### config.mk
export PLATFORM = sky130hd
export DESIGN_NAME = id_ex_stage
export DESIGN_NICKNAME = d
export VERILOG_FILES = /design/src/rtl/id_ex_stage.sv
export SDC_FILE = /design/constraint.sdc
export NUM_CORES = 1
export LEC_CHECK = 0
export BUFFER_PORTS_ARGS = -buffer_cell sky130_fd_sc_hd__buf_2
export CELL_PAD_IN_SITES_DETAIL_PLACEMENT = 1
export CELL_PAD_IN_SITES_GLOBAL_PLACEMENT = 2
export CORE_ASPECT_RATIO = 1.75
export CORE_MARGIN = 5
export CORE_UTILIZATION = 26
export CTS_CLUSTER_DIAMETER = 100
export DETAILED_ROUTE_END_ITERATION = 10
export GPL_ROUTABILITY_DRIVEN = 0
export PLACE_DENSITY_LB_ADDON = 0.1
export REMOVE_ABC_BUFFERS = 1
export SLEW_MARGIN = 20
export SYNTH_ARGS = -nofsm -noshare
export SYNTH_HDL_FRONTEND = slang
export SYNTH_SLANG_ARGS = --single-unit
### constraint.sdc
create_clock -name clk -period 3.3 [get_ports clk]
set_input_delay 0.33 -clock clk [delete_from_list [all_inputs] [get_ports clk]]
set_output_delay 0.33 -clock clk [all_outputs]
set_load 0.02 [all_outputs]
### src/rtl/id_ex_stage.sv
// ID/EX pipeline register with forwarding resolution, ALU operand muxing
// and load-use hazard detection for the pipelined RV32I core.
module id_ex_stage #(
    parameter int unsigned XLEN = 32,
    parameter int unsigned RA_W = 5
) (
    input  logic            clk,
    input  logic            reset,
    input  logic            StallE,
    input  logic            FlushE,
    input  logic [XLEN-1:0] RD1D,
    input  logic [XLEN-1:0] RD2D,
    input  logic [XLEN-1:0] ImmExtD,
    input  logic [XLEN-1:0] PCD,
    input  logic [XLEN-1:0] PCPlus4D,
    input  logic [RA_W-1:0] Rs1D,
    input  logic [RA_W-1:0] Rs2D,
    input  logic [RA_W-1:0] RdD,
    input  logic [2:0]      ALUControlD,
    input  logic            ALUSrcD,
    input  logic            RegWriteD,
    input  logic            MemWriteD,
    input  logic            BranchD,
    input  logic            JumpD,
    input  logic [1:0]      ResultSrcD,
    input  logic [XLEN-1:0] ALUResultM,
    input  logic [XLEN-1:0] ResultW,
    input  logic [RA_W-1:0] RdM,
    input  logic [RA_W-1:0] RdW,
    input  logic            RegWriteM,
    input  logic            RegWriteW,
    output logic [XLEN-1:0] SrcAE,
    output logic [XLEN-1:0] SrcBE,
    output logic [XLEN-1:0] WriteDataE,
    output logic [2:0]      ALUControlE,
    output logic [RA_W-1:0] RdE,
    output logic [RA_W-1:0] Rs1E,
    output logic [RA_W-1:0] Rs2E,
    output logic            RegWriteE,
    output logic            MemWriteE,
    output logic            BranchE,
    output logic            JumpE,
    output logic [1:0]      ResultSrcE,
    output logic [XLEN-1:0] PCE,
    output logic [XLEN-1:0] PCPlus4E,
    output logic [1:0]      ForwardAE,
    output logic [1:0]      ForwardBE,
    output logic            lwStallD
);

    localparam logic [1:0] FWD_REG = 2'b00;
    localparam logic [1:0] FWD_W   = 2'b01;
    localparam logic [1:0] FWD_M   = 2'b10;

    logic [XLEN-1:0] rd1_e, rd2_e, imm_e, pc_e, pc_plus4_e;
    logic [RA_W-1:0] rs1_e, rs2_e, rd_e;
    logic [2:0]      alu_control_e;
    logic            alu_src_e, reg_write_e, mem_write_e, branch_e, jump_e;
    logic [1:0]      result_src_e;

    // E register bank: reset/flush load a bubble, stall holds, otherwise capture D
    always_ff @(posedge clk) begin
        if (reset || FlushE) begin
            rd1_e         <= '0;
            rd2_e         <= '0;
            imm_e         <= '0;
            pc_e          <= '0;
            pc_plus4_e    <= '0;
            rs1_e         <= '0;
            rs2_e         <= '0;
            rd_e          <= '0;
            alu_control_e <= 3'b000;
            alu_src_e     <= 1'b0;
            reg_write_e   <= 1'b0;
            mem_write_e   <= 1'b0;
            branch_e      <= 1'b0;
            jump_e        <= 1'b0;
            result_src_e  <= 2'b00;
        end else if (!StallE) begin
            rd1_e         <= RD1D;
            rd2_e         <= RD2D;
            imm_e         <= ImmExtD;
            pc_e          <= PCD;
            pc_plus4_e    <= PCPlus4D;
            rs1_e         <= Rs1D;
            rs2_e         <= Rs2D;
            rd_e          <= RdD;
            alu_control_e <= ALUControlD;
            alu_src_e     <= ALUSrcD;
            reg_write_e   <= RegWriteD;
            mem_write_e   <= MemWriteD;
            branch_e      <= BranchD;
            jump_e        <= JumpD;
            result_src_e  <= ResultSrcD;
        end
    end

    // While reset is high the in-flight E instruction is hidden immediately,
    // not just from the next edge onward.
    logic            live;
    logic [XLEN-1:0] rd1_v, rd2_v, imm_v;
    logic [RA_W-1:0] rs1_v, rs2_v, rd_v;
    logic            alu_src_v;
    logic [1:0]      result_src_v;

    assign live         = ~reset;
    assign rd1_v        = live ? rd1_e : '0;
    assign rd2_v        = live ? rd2_e : '0;
    assign imm_v        = live ? imm_e : '0;
    assign rs1_v        = live ? rs1_e : '0;
    assign rs2_v        = live ? rs2_e : '0;
    assign rd_v         = live ? rd_e : '0;
    assign alu_src_v    = live & alu_src_e;
    assign result_src_v = live ? result_src_e : 2'b00;

    assign ALUControlE = live ? alu_control_e : 3'b000;
    assign RdE         = rd_v;
    assign Rs1E        = rs1_v;
    assign Rs2E        = rs2_v;
    assign RegWriteE   = live & reg_write_e;
    assign MemWriteE   = live & mem_write_e;
    assign BranchE     = live & branch_e;
    assign JumpE       = live & jump_e;
    assign ResultSrcE  = result_src_v;
    assign PCE         = live ? pc_e : '0;
    assign PCPlus4E    = live ? pc_plus4_e : '0;

    // Forward select: Memory stage beats Writeback, x0 never forwarded
    always_comb begin
        ForwardAE = FWD_REG;
        ForwardBE = FWD_REG;
        if (RegWriteM && (RdM != '0) && (RdM == rs1_v)) begin
            ForwardAE = FWD_M;
        end else if (RegWriteW && (RdW != '0) && (RdW == rs1_v)) begin
            ForwardAE = FWD_W;
        end
        if (RegWriteM && (RdM != '0) && (RdM == rs2_v)) begin
            ForwardBE = FWD_M;
        end else if (RegWriteW && (RdW != '0) && (RdW == rs2_v)) begin
            ForwardBE = FWD_W;
        end
    end

    // Operand muxes: forwarded rs1/rs2, then immediate select for SrcB
    always_comb begin
        SrcAE      = rd1_v;
        WriteDataE = rd2_v;
        case (ForwardAE)
            FWD_M:   SrcAE = ALUResultM;
            FWD_W:   SrcAE = ResultW;
            default: SrcAE = rd1_v;
        endcase
        case (ForwardBE)
            FWD_M:   WriteDataE = ALUResultM;
            FWD_W:   WriteDataE = ResultW;
            default: WriteDataE = rd2_v;
        endcase
        SrcBE = alu_src_v ? imm_v : WriteDataE;
    end

    // Load in E whose destination is read by the instruction in D
    assign lwStallD = result_src_v[0] && (rd_v != '0) &&
                      ((rd_v == Rs1D) || (rd_v == Rs2D));

endmodule

==> results of run 1 <==
[critical path, cell delays in order (launching register included)]
cell      delay (ns)
dfxtp_2         0.36
o21ba_1         0.20
or3_1           0.32
a211o_4         0.36
o31a_4          0.36
buf_16          0.20
a221oi_2        0.34
o31ai_1         0.12
buf_2           0.17
[state kept, by name, indices dropped and copies added (netlist names)]
name / flops
rs1_e: 5
jump_e: 1
alu_src_e: 1
mem_write_e: 1
branch_e: 1
alu_control_e: 3
reg_write_e: 1
rd2_e: 32
rs2_e: 5
pc_plus4_e: 32
rd_e: 5
pc_e: 32
imm_e: 32
result_src_e: 2
rd1_e: 32
[through the flow]
step	instances	area (um2)	setup slack, ns	hold WS [ns]
after global placement	1975	12400	0.224	0.466
after CTS	2008	13300	-0.0352	0.0699
after global routing	2014	13500	-0.0307	0.0827
after floorplan	1023	9220	-2.18	0.455
final	2017	13500	0.0794	0.101
after detailed placement	1975	12400	0.212	0.476
[synthesized netlist by cell type, types with 2 or more instances]
master / n
or2_2: 4
a21oi_1: 2
a31oi_1: 40
o32ai_1: 6
clkinv_1: 2
a32oi_1: 2
a221oi_1: 2
mux2i_1: 185
nor2b_1: 89
xor2_1: 4
nor2_1: 289
dfxtp_1: 185
xnor2_1: 15
buf_2: 11
o31ai_1: 33
buf_6: 3
nand2_1: 69
buf_1: 3
clkbuf_1: 77
a221oi_2: 30
nand3b_1: 32
nor3_1: 4
nand3_1: 2
nor4bb_1: 9
[metal layers]
metal	global-route usage (%)	vias to the layer above	part of all wire (%)
met5	0	-	0.053
li1	-	4669	-
met2	36.2	280	54
met3	5.90	47	6.6
met1	20.2	4602	37
met4	6.01	6	2.1
[cells by family after synthesis]
kind of cell	after synthesis	synth area share, %
AO/OA/AOI/OAI	127	12.0
XOR/XNOR	19	1.73
buffers and inverters	97	4.17
flip-flops	185	38.6
multiplexers	185	19.3
AND/OR/NAND/NOR	504	24.3
[final cells by class]
cell class	count	area [um2]
sequential	185	3710
multi-input combinational	835	5870
inverter	3	11.3
clock buffer	17	425
fill	4480	23200
tap	475	594
antenna	7	17.5
clock inverter	15	166
timing repair buffer	480	2700
[power by group]
part	switching (mW)	internal [mW]
registers	0.0480	2.30
clock network	1.07	1.02
logic	0.497	0.395
[placed cells by master (no fill, tap or decap), types with 7 or more instances in the layout]
cell       synthesis  layout
a221oi_4           0      26
buf_4              0      13
buf_2             11     451
diode_2            0       7
a31oi_1           40      40
nor2b_1           89      88
nand2_1           69      68
nor2_1           289     288
nor4bb_1           9       9
nand3b_1          32      32
o31ai_1           33      29
xnor2_1           15      15
dfxtp_1          185     183
buf_12             0      11
mux2i_1          185     185
clkbuf_16          0      19
[repair_timing]
action / 4_1_cts / 5_1_grt
cloned: 1 / 2
resized for setup: 23 / 15
endpoints found under the hold margin: 0 / 0
endpoints found under the setup margin: 54 / 64
pin swaps: 2 / 30
[how the worst max path moves through the flow]
| stage | startpoint | endpoint | depth (start not counted) |
|---|---|---|---|
| after detailed placement | reset | SrcBE[0] | 10 |
| after CTS | rs2_e[0] | SrcBE[13] | 8 |
| final | rs2_e[0] | SrcBE[24] | 8 |
| after floorplan | rs1_e[0] | SrcAE[0] | 6 |
| after global placement | reset | SrcBE[0] | 9 |
| after global routing | rs2_e[0] | SrcBE[26] | 8 |
==> key figures, run 1 <==
Yosys
  – Main synth FF type: dfxtp_1
  – Mapped cell area: 9600 um2
  – Post-synthesis register bit count: 185
  – Number of synthesized flops with an enable pin: 0
  – Syn_area_per_cell: 8.60 um2
  – Post-synthesis sequential area ratio: 38.6%
  – Synth Warn #: 0
  – Synth top area share: 38.6%
  – Asr flop ratio synth: 0%
  – Largest cells by area after synthesis: dfxtp_1 39%, mux2i_1 19%, nor2_1 11%
  – Library cells used by synthesis: between 40 and 50
  – Post-synth top area cell: dfxtp_1
  – Gate Count Post-Synth: 1117

Critical path
  – Crit path capture type: output port
  – Minimum setup slack among reg-to-reg paths: between 2 and 3 ns
  – Startpoint type of the worst setup path: flip-flop
  – Arrival time worst endpoint: 2.89 ns
  – R2R depth: 3
  – CP required: 2.97 ns
  – Crit path max fanout: 8
  – CP Class: reg2out
  – RR Endpoint: rs2_e[3]
  – R2r startpoint: rs2_e[3]

CTS
  – CTS root buf: clkbuf_16
  – H-Tree Depth: 4
  – Clk slew on worst S/H paths: approximately 0.090 ns
  – Clk_lat worst skew: between 0.4 and 0.5 ns
  – Post-CTS setup buffers: 0
  – CTS Buffer Depth: 2
  – CTS tree: built
  – Clock sinks: 185
  – Hold-fix buffers, CTS: 0
  – TritonCTS Buffers: 17

GRT
  – Gr ovfl total: 0
  – Initial antenna violation count: 10
  – Largest net degree at the start of global routing: between 70 and 80
  – Vias in the first global route: 10100
  – GRT Util Overall: 19.3%
  – First-pass GRT wire length: 61.1 mm

Drt
  – DR vias/cell: roughly 4.8
  – Vias: 9604
  – Antenna viol nets, final: 0
  – DRT Pass-1 Iters: 4
  – Routed wire length: 41.3 mm
  – Detailed Route Iter0 Violations: approximately 330
  – DR WL/cell: ~20 um
  – Remaining DRCs: 0

Outcome
  – Outcome: finished clean

Power and ir drop
  – Maximum vdd ir drop: 0.346 mV
  – Power Dens Cells: 396 nW/um2
  – Total Power: ~5.3 mW
  – Lkg Pwr: 6.41 nW

STA
  – Worst slew margin: 49.3%
  – # setup viols final: 0
  – Fin. max-slew vios: 0
  – TNS Setup: 0 ns
  – RSZ-0062 raised after global routing: yes
  – Worst-Margin Slew: 0.761 ns
  – Tmin final: between 3 and 4 ns
  – F_max: 311 MHz
  – Fin crit share: 97.6%
  – Setup Skew: 0 ns
  – Final Hold Fails: 0

Hold path
  – Hold path depth: 3
  – Worst Hold Class: in2reg
  – Hold Crit Endpoint: pc_plus4_e[17]
  – Worst hold start: PCPlus4D[17]

Layout
  – Layout Utilization: 36.8%
  – Share of layout cells above drive strength 1: 36.6%
  – Area Growth Syn to Fin: 40.4%
  – Nets: 1787

Floorplanning
  – Die X: ~160 um
  – Die ar.: 41000 um2
  – Die height: 264 um
  – Placeable Area: 36700 um2
  – I/O Pins: approximately 450
  – Initial core utilization: 26.2%
  – Num rows: 93

Placement
  – Buffers on Ports: 453
  – DP Wirelength: 30.5 mm

Run
  – Max Cap Violations: 0
(Power assumes the default switching activity.)
==> run 2, diff against run 1 <==
--- a/config.mk
+++ b/config.mk
@@ -8,14 +8,13 @@
 export BUFFER_PORTS_ARGS = -buffer_cell sky130_fd_sc_hd__buf_2
 export CELL_PAD_IN_SITES_DETAIL_PLACEMENT = 1
 export CELL_PAD_IN_SITES_GLOBAL_PLACEMENT = 2
-export CORE_ASPECT_RATIO = 1.75
-export CORE_MARGIN = 5
+export CORE_ASPECT_RATIO = 0.75
+export CORE_MARGIN = 2
 export CORE_UTILIZATION = 26
 export CTS_CLUSTER_DIAMETER = 100
 export DETAILED_ROUTE_END_ITERATION = 10
 export GPL_ROUTABILITY_DRIVEN = 0
 export PLACE_DENSITY_LB_ADDON = 0.1
-export REMOVE_ABC_BUFFERS = 1
 export SLEW_MARGIN = 20
 export SYNTH_ARGS = -nofsm -noshare
 export SYNTH_HDL_FRONTEND = slang
==> run 2 against run 1 <==
Compared with the run above:
- worst hold slack improved by 0.0066 ns
- utilization fell by 0.37 points
- clock power fell by 4%
- combinational power down 4.5%
- wire length is 2.3% lower
- flip-flop and latch count is the same
- first-iteration DRC count up 5.7%
- die area down 6.2%
- critical path type unchanged
- largest power group unchanged
- highest routed layer unchanged
==> key figures, run 2 (synthesis results as in run 1) <==
Power and ir drop
  – Sequential power share: 45.1%
  – Power Dens Cells: 396 nW/um2
  – Clock Power Share: 38.5%
  – Switching Fraction: 29.3%
  – Lkg Pwr: 6.34 nW
  – Comb pwr share: about 16%
  – Net Sw Power: 1.53 mW
  – Maximum vdd ir drop: ~0.23 mV
  – Internal Power: 3.68 mW
  – Total Power: 5.21 mW

CTS
  – TritonCTS Buffers: 17
  – H-Tree Depth: 4
  – CTS root buf: clkbuf_16
  – Clock sinks: 185
  – Clk_lat worst skew: 0.44 ns
  – CTS Buffer Depth: 2
  – CTS tree: built
  – Clk slew on worst S/H paths: ~0.080 ns
  – Post-CTS setup buffers: 0

GRT
  – Gr ovfl total: 0
  – GRT Util Overall: 20.4%
  – Vias in the first global route: 9712
  – First-pass GRT wire length: 59.3 mm
  – Largest net degree at the start of global routing: 67
  – Initial antenna violation count: 25

Floorplanning
  – Die X: about 230 um
  – I/O Pins: 454
  – Die ar.: 38500 um2
  – Initial core utilization: 26.6%
  – Placeable Area: 36100 um2
  – Num rows: 60
  – Die height: between 150 and 200 um

Drt
  – Met3 routed WL: around 2.3 mm
  – Metal-1 WL: roughly 18 mm
  – WL met2: 19.5 mm
  – DR vias/cell: 4.66
  – Antenna viol nets, final: 0
  – Routed wire length: 40.4 mm
  – DR WL/cell: 19.7 um
  – DRT Pass-1 Iters: 4
  – Vias: ~9500
  – Detailed Route Iter0 Violations: 351
  – Remaining DRCs: 0
  – Top Metal Used: met5

Critical path
  – Slowest CP cell: dfxtp_4
  – Crit path capture type: output port
  – Delay-heaviest family, CP: compound AO/OA/AOI/OAI gates
  – Arrival time worst endpoint: 2.85 ns
  – Startpoint type of the worst setup path: flip-flop
  – Crit-path cells: o21ba_1 > or3_1 > a211o_1 > o31a_4 > buf_12 > a221oi_2 > buf_4 > o31ai_1 > buf_2
  – Crit path max fanout: 18
  – Crit path buffers/inverters: 3
  – CP Class: reg2out
  – Slowest stage delay, CP: 0.38 ns
  – CP required: approximately 3.0 ns

Layout
  – Share of layout cells above drive strength 1: 36.2%
  – Layout Utilization: 36.4%
  – Commonest non-fill, non-tap cells in the layout: 451 x buf_2, 288 x nor2_1, 185 x mux2i_1
  – Non-Filler Instances: slightly above 2000
  – Nets: 1784
  – Design area: 13200 um2
  – Area Growth Syn to Fin: 36.9%
  – Commonest non-fill, non-tap cell in the layout: buf_2
  – Fillers: ~4300

Placement
  – Post-place setup slack: 0.166 ns
  – DP Wirelength: 30.3 mm
  – Inst Count DP: 1996
  – Post-DP Area: 12500 um2
  – Buffers on Ports: between 400 and 500

STA
  – Setup Skew: 0 ns
  – F_max: 314 MHz
  – TNS Setup: 0 ns
  – Fin crit share: 96.5%
  – Tmin final: about 3.2 ns
  – # setup viols final: 0
  – Fin. max-slew vios: 0
  – Worst slew margin: 57.2%
  – RSZ-0062 raised after global routing: no
  – Final worst slack: 0.116 ns
  – Final Hold Fails: 0
  – Worst-Margin Slew: 0.643 ns
  – Worst hold margin: about 0.11 ns

Yosys
  – Syn nets: 1382

Outcome
  – Outcome: finished clean

Hold path
  – Worst Hold Class: in2reg

Run
  – Max Cap Violations: 0
## run 2: changes by cell type in the layout (fill, tap and decap cells not counted), moves of 4 or more
cell | before | now
o31ai_1 | 29 | 33
a221oi_2 | 5 | 28
diode_2 | 7 | 16
a221oi_4 | 26 | 4
clkinv_2 | 0 | 4
o31ai_2 | 4 | 0
## run 2: final timing paths
kind                            depth (start not counted)        endpoint  slack [ns]           start
worst max-delay path                                    9        SrcBE[0]        0.12        rs2_e[3]
worst min-delay path                                    3        pc_e[10]        0.11         PCD[10]
worst max register to register                          2        rs2_e[2]        2.44        rs2_e[2]
worst min register to register                          2  pc_plus4_e[17]        0.49  pc_plus4_e[17]
## run 2: repair_timing
item | CTS | global route
endpoints found under the setup margin | 42 | 38
resized for setup | 6 | 11
hold buffers | 0 | 0
pin swaps | 1 | 2
## run 2: layer usage
| metal | track usage [%] | vias up |
|---|---|---|
| li1 | - | 4675 |
| met1 | 25.2 | 4591 |
| met2 | 34.6 | 206 |
| met3 | 5.92 | 42 |
| met4 | 5.85 | 14 |
| met5 | 0 | - |
## run 2: area by class of cell
cell class,instances,area (um2),area share [%]
Multi-Input combinational cell,835,5600,42.6
Clock inverter,14,113,0.856
Tap cell,496,621,4.72
Inverter,3,11.3,0.0856
Timing Repair Buffer,477,2620,19.9
Antenna cell,16,40.0,0.304
Sequential cell,185,3710,28.2
Clock buffer,18,439,3.34
## run 2: worst register-to-register path, delay by kind of cell (launching register included)
family | cells | cell delay (ns)
multiplexers | 1 | 0.14
flip-flops | 1 | 0.56
AND/OR/NAND/NOR | 1 | 0.10
## run 2: power by group through the flow
| stage | clock network [mW] | logic, mW | registers [mW] |
|---|---|---|---|
| final | 2.01 | 0.851 | 2.35 |
| after CTS | 2.09 | 0.858 | 2.35 |
| after detailed placement | 0 | 0.851 | 2.40 |
| after floorplan | 0 | 0.484 | 2.39 |
| after global routing | 2.19 | 0.928 | 2.36 |
| after global placement | 0 | 0.843 | 2.40 |
==> run 3, diff against run 2 <==
--- a/config.mk
+++ b/config.mk
@@ -14,6 +14,7 @@
 export CTS_CLUSTER_DIAMETER = 100
 export DETAILED_ROUTE_END_ITERATION = 10
 export GPL_ROUTABILITY_DRIVEN = 0
+export MAX_ROUTING_LAYER = met4
 export PLACE_DENSITY_LB_ADDON = 0.1
 export SLEW_MARGIN = 20
 export SYNTH_ARGS = -nofsm -noshare
==> constraint.sdc (replaced) <==
create_clock -name clk -period 3.3 [get_ports clk]
set_input_delay 0 -clock clk [delete_from_list [all_inputs] [get_ports clk]]
set_output_delay 0 -clock clk [all_outputs]
set_load 0.02 [all_outputs]
==> run 3 against run 2 <==
Compared with the run above:
- clock power up 10%
- design area increased by 13%
- worst setup slack better by 0.11 ns
- register-to-register slack better by 0.06 ns
- critical endpoint is now SrcBE[22]
- largest cell class unchanged
- largest power group unchanged
==> key figures, run 3 (synthesis results as in run 1) <==
Outcome
  – Outcome: finished clean

Layout
  – Commonest non-fill, non-tap cells in the layout: 451 x buf_2, 288 x nor2_1, 185 x mux2i_1, 185 x dfxtp_1, 185 x dlygate4sd3_1
  – Area Growth Syn to Fin: 55.0%
  – Non-Filler Instances: between 2000 and 2500
  – Layout Utilization: about two fifths
  – Nets: 1963
  – Share of layout cells above drive strength 1: between 30% and 40%
  – Commonest non-fill, non-tap cell in the layout: buf_2

Placement
  – DP Wirelength: 29.7 mm
  – Buffers on Ports: 453
  – Inst Count DP: 1990

CTS
  – TritonCTS Buffers: 17
  – Clk slew on worst S/H paths: ~0.08 ns
  – CTS root buf: clkbuf_16
  – CTS tree: built
  – CTS Buffer Depth: 2
  – Clk_lat worst skew: 0.45 ns
  – H-Tree Depth: 4
  – Clock sinks: 185

Hold path
  – Hold path depth: 3
  – Worst Hold Class: in2reg

Critical path
  – Arrival time worst endpoint: 3.07 ns
  – CP required: 3.30 ns
  – R2R depth: 2
  – Slowest CP cell: o31a_4
  – Startpoint type of the worst setup path: flip-flop
  – Crit path capture type: output port
  – Crit-path cells: o21ba_1 > or3_1 > a211o_1 > o31a_4 > buf_12 > a221oi_2 > o31ai_1 > buf_2
  – Slowest stage delay, CP: 0.51 ns
  – Crit path max fanout: 14
  – CP Class: reg2out

STA
  – Fin crit share: 93.1%
  – # setup viols final: 0
  – Worst-Margin Slew: 0.926 ns
  – Worst hold margin: 0.174 ns
  – RSZ-0062 raised after global routing: no
  – F_max: 325 MHz
  – Worst slew margin: a little under two fifths
  – Setup Skew: 0 ns
  – Fin. max-slew vios: 0
  – TNS Setup: 0 ns
  – Final Hold Fails: 0
  – Tmin final: 3.07 ns

Power and ir drop
  – Sequential power share: a little over two fifths
  – Comb pwr share: 18.4%
  – Lkg Pwr: 7.09 nW
  – Internal Power: 4.05 mW
  – Clock Power Share: 39.5%
  – Net Sw Power: 1.53 mW
  – Switching Fraction: 27.5%
  – Maximum vdd ir drop: 0.205 mV
  – Power Dens Cells: 375 nW/um2
  – Total Power: 5.58 mW

Drt
  – DRT Pass-1 Iters: 4
  – DR WL/cell: about 19 um
  – Vias: just over 10000
  – DR vias/cell: 4.60
  – Remaining DRCs: 0
  – Routed wire length: 41.0 mm
  – Detailed Route Iter0 Violations: 410
  – Antenna viol nets, final: 0

Floorplanning
  – Num rows: 60
  – Initial core utilization: 26.6%
  – Die ar.: about 39000 um2
  – I/O Pins: 454
  – Die X: 226 um
  – Die height: 170 um
  – Placeable Area: 36100 um2

GRT
  – Vias in the first global route: 10800
  – GRT Util Overall: 21.8%
  – GRT met3 Usage: 3.99%
  – Initial antenna violation count: 4
  – GR met1 Demand/Resource: between 20% and 30%
  – Gr ovfl total: 0
  – First-pass GRT wire length: about 63 mm
  – Largest net degree at the start of global routing: between 80 and 90
  – GRT busiest layer: met2
  – Met2 global-route usage: 36.3%

Yosys
  – Syn nets: 1382

Run
  – Max Cap Violations: 0
## run 3: cell types whose count changed in the layout (fill, tap and decap cells not counted), sizes merged
cell	before	now
diode	16	4
dlygate4sd3	0	185
bufinv	0	2
buf	477	471
clkinvlp	2	1
clkbuf	18	22
inv	9	6
clkinv	6	4
## run 3: what timing repair did
| item | CTS | global route |
|---|---|---|
| hold endpoints to repair | 185 | 0 |
| buffers inserted | 0 | 0 |
| endpoints found under the setup margin | 0 | 13 |
| hold buffers | 185 | 0 |
| resized for setup | 0 | 1 |
## run 3: path summary, 6_finish.rpt
| path | slack (ns) | startpoint | end |
|---|---|---|---|
| setup / recovery | 0.23 | rs2_e[3] | SrcBE[22] |
| setup reg to reg | 2.50 | rs2_e[1] | rs2_e[1] |
| hold / removal | 0.17 | StallE | pc_e[25] |
| hold reg to reg | 0.49 | pc_plus4_e[26] | pc_plus4_e[26] |
## run 3: routing by layer
layer	wire (um)	up-vias	part of all wire [%]
met5	0	-	0
met4	563	0	1.4
met3	1630	36	4.0
met2	20000	222	49
met1	18800	4901	46
li1	-	5008	-
## run 3: area by class of cell
cell class / count / area (um2)
Antenna cell: 4 / 10.0
Inverter: 3 / 11.3
Tap cell: 496 / 621
Multi-Input combinational cell: 835 / 5540
Fill cell: 4382 / 21200
Timing Repair Buffer: 656 / 4380
Clock buffer: 22 / 494
Clock inverter: 10 / 129
Sequential cell: 185 / 3700
## run 3: power groups by stage
stage / combinational [mW] / sequential, mW / clock (mW)
after floorplan: 0.484 / 2.39 / 0
after global placement: 0.835 / 2.40 / 0
after detailed placement: 0.845 / 2.40 / 0
after CTS: 1.04 / 2.35 / 2.29
after global routing: 1.11 / 2.36 / 2.37
final: 1.02 / 2.35 / 2.21
## run 3: stage by stage
stage               area (um2)  setup WS [ns]
floorplan                 9600          0.906
global placement         12400          0.610
detailed placement       12400          0.591
CTS                      14900         0.0964
global route             14900         0.0741
finish                   14900          0.227
## run 3: worst max-delay path: cells and delay by family, from the launching register on
family | cells | cell delay (ns)
compound gates | 5 | 1.53
buf+inv | 2 | 0.40
flops | 1 | 0.37
simple gates | 1 | 0.31
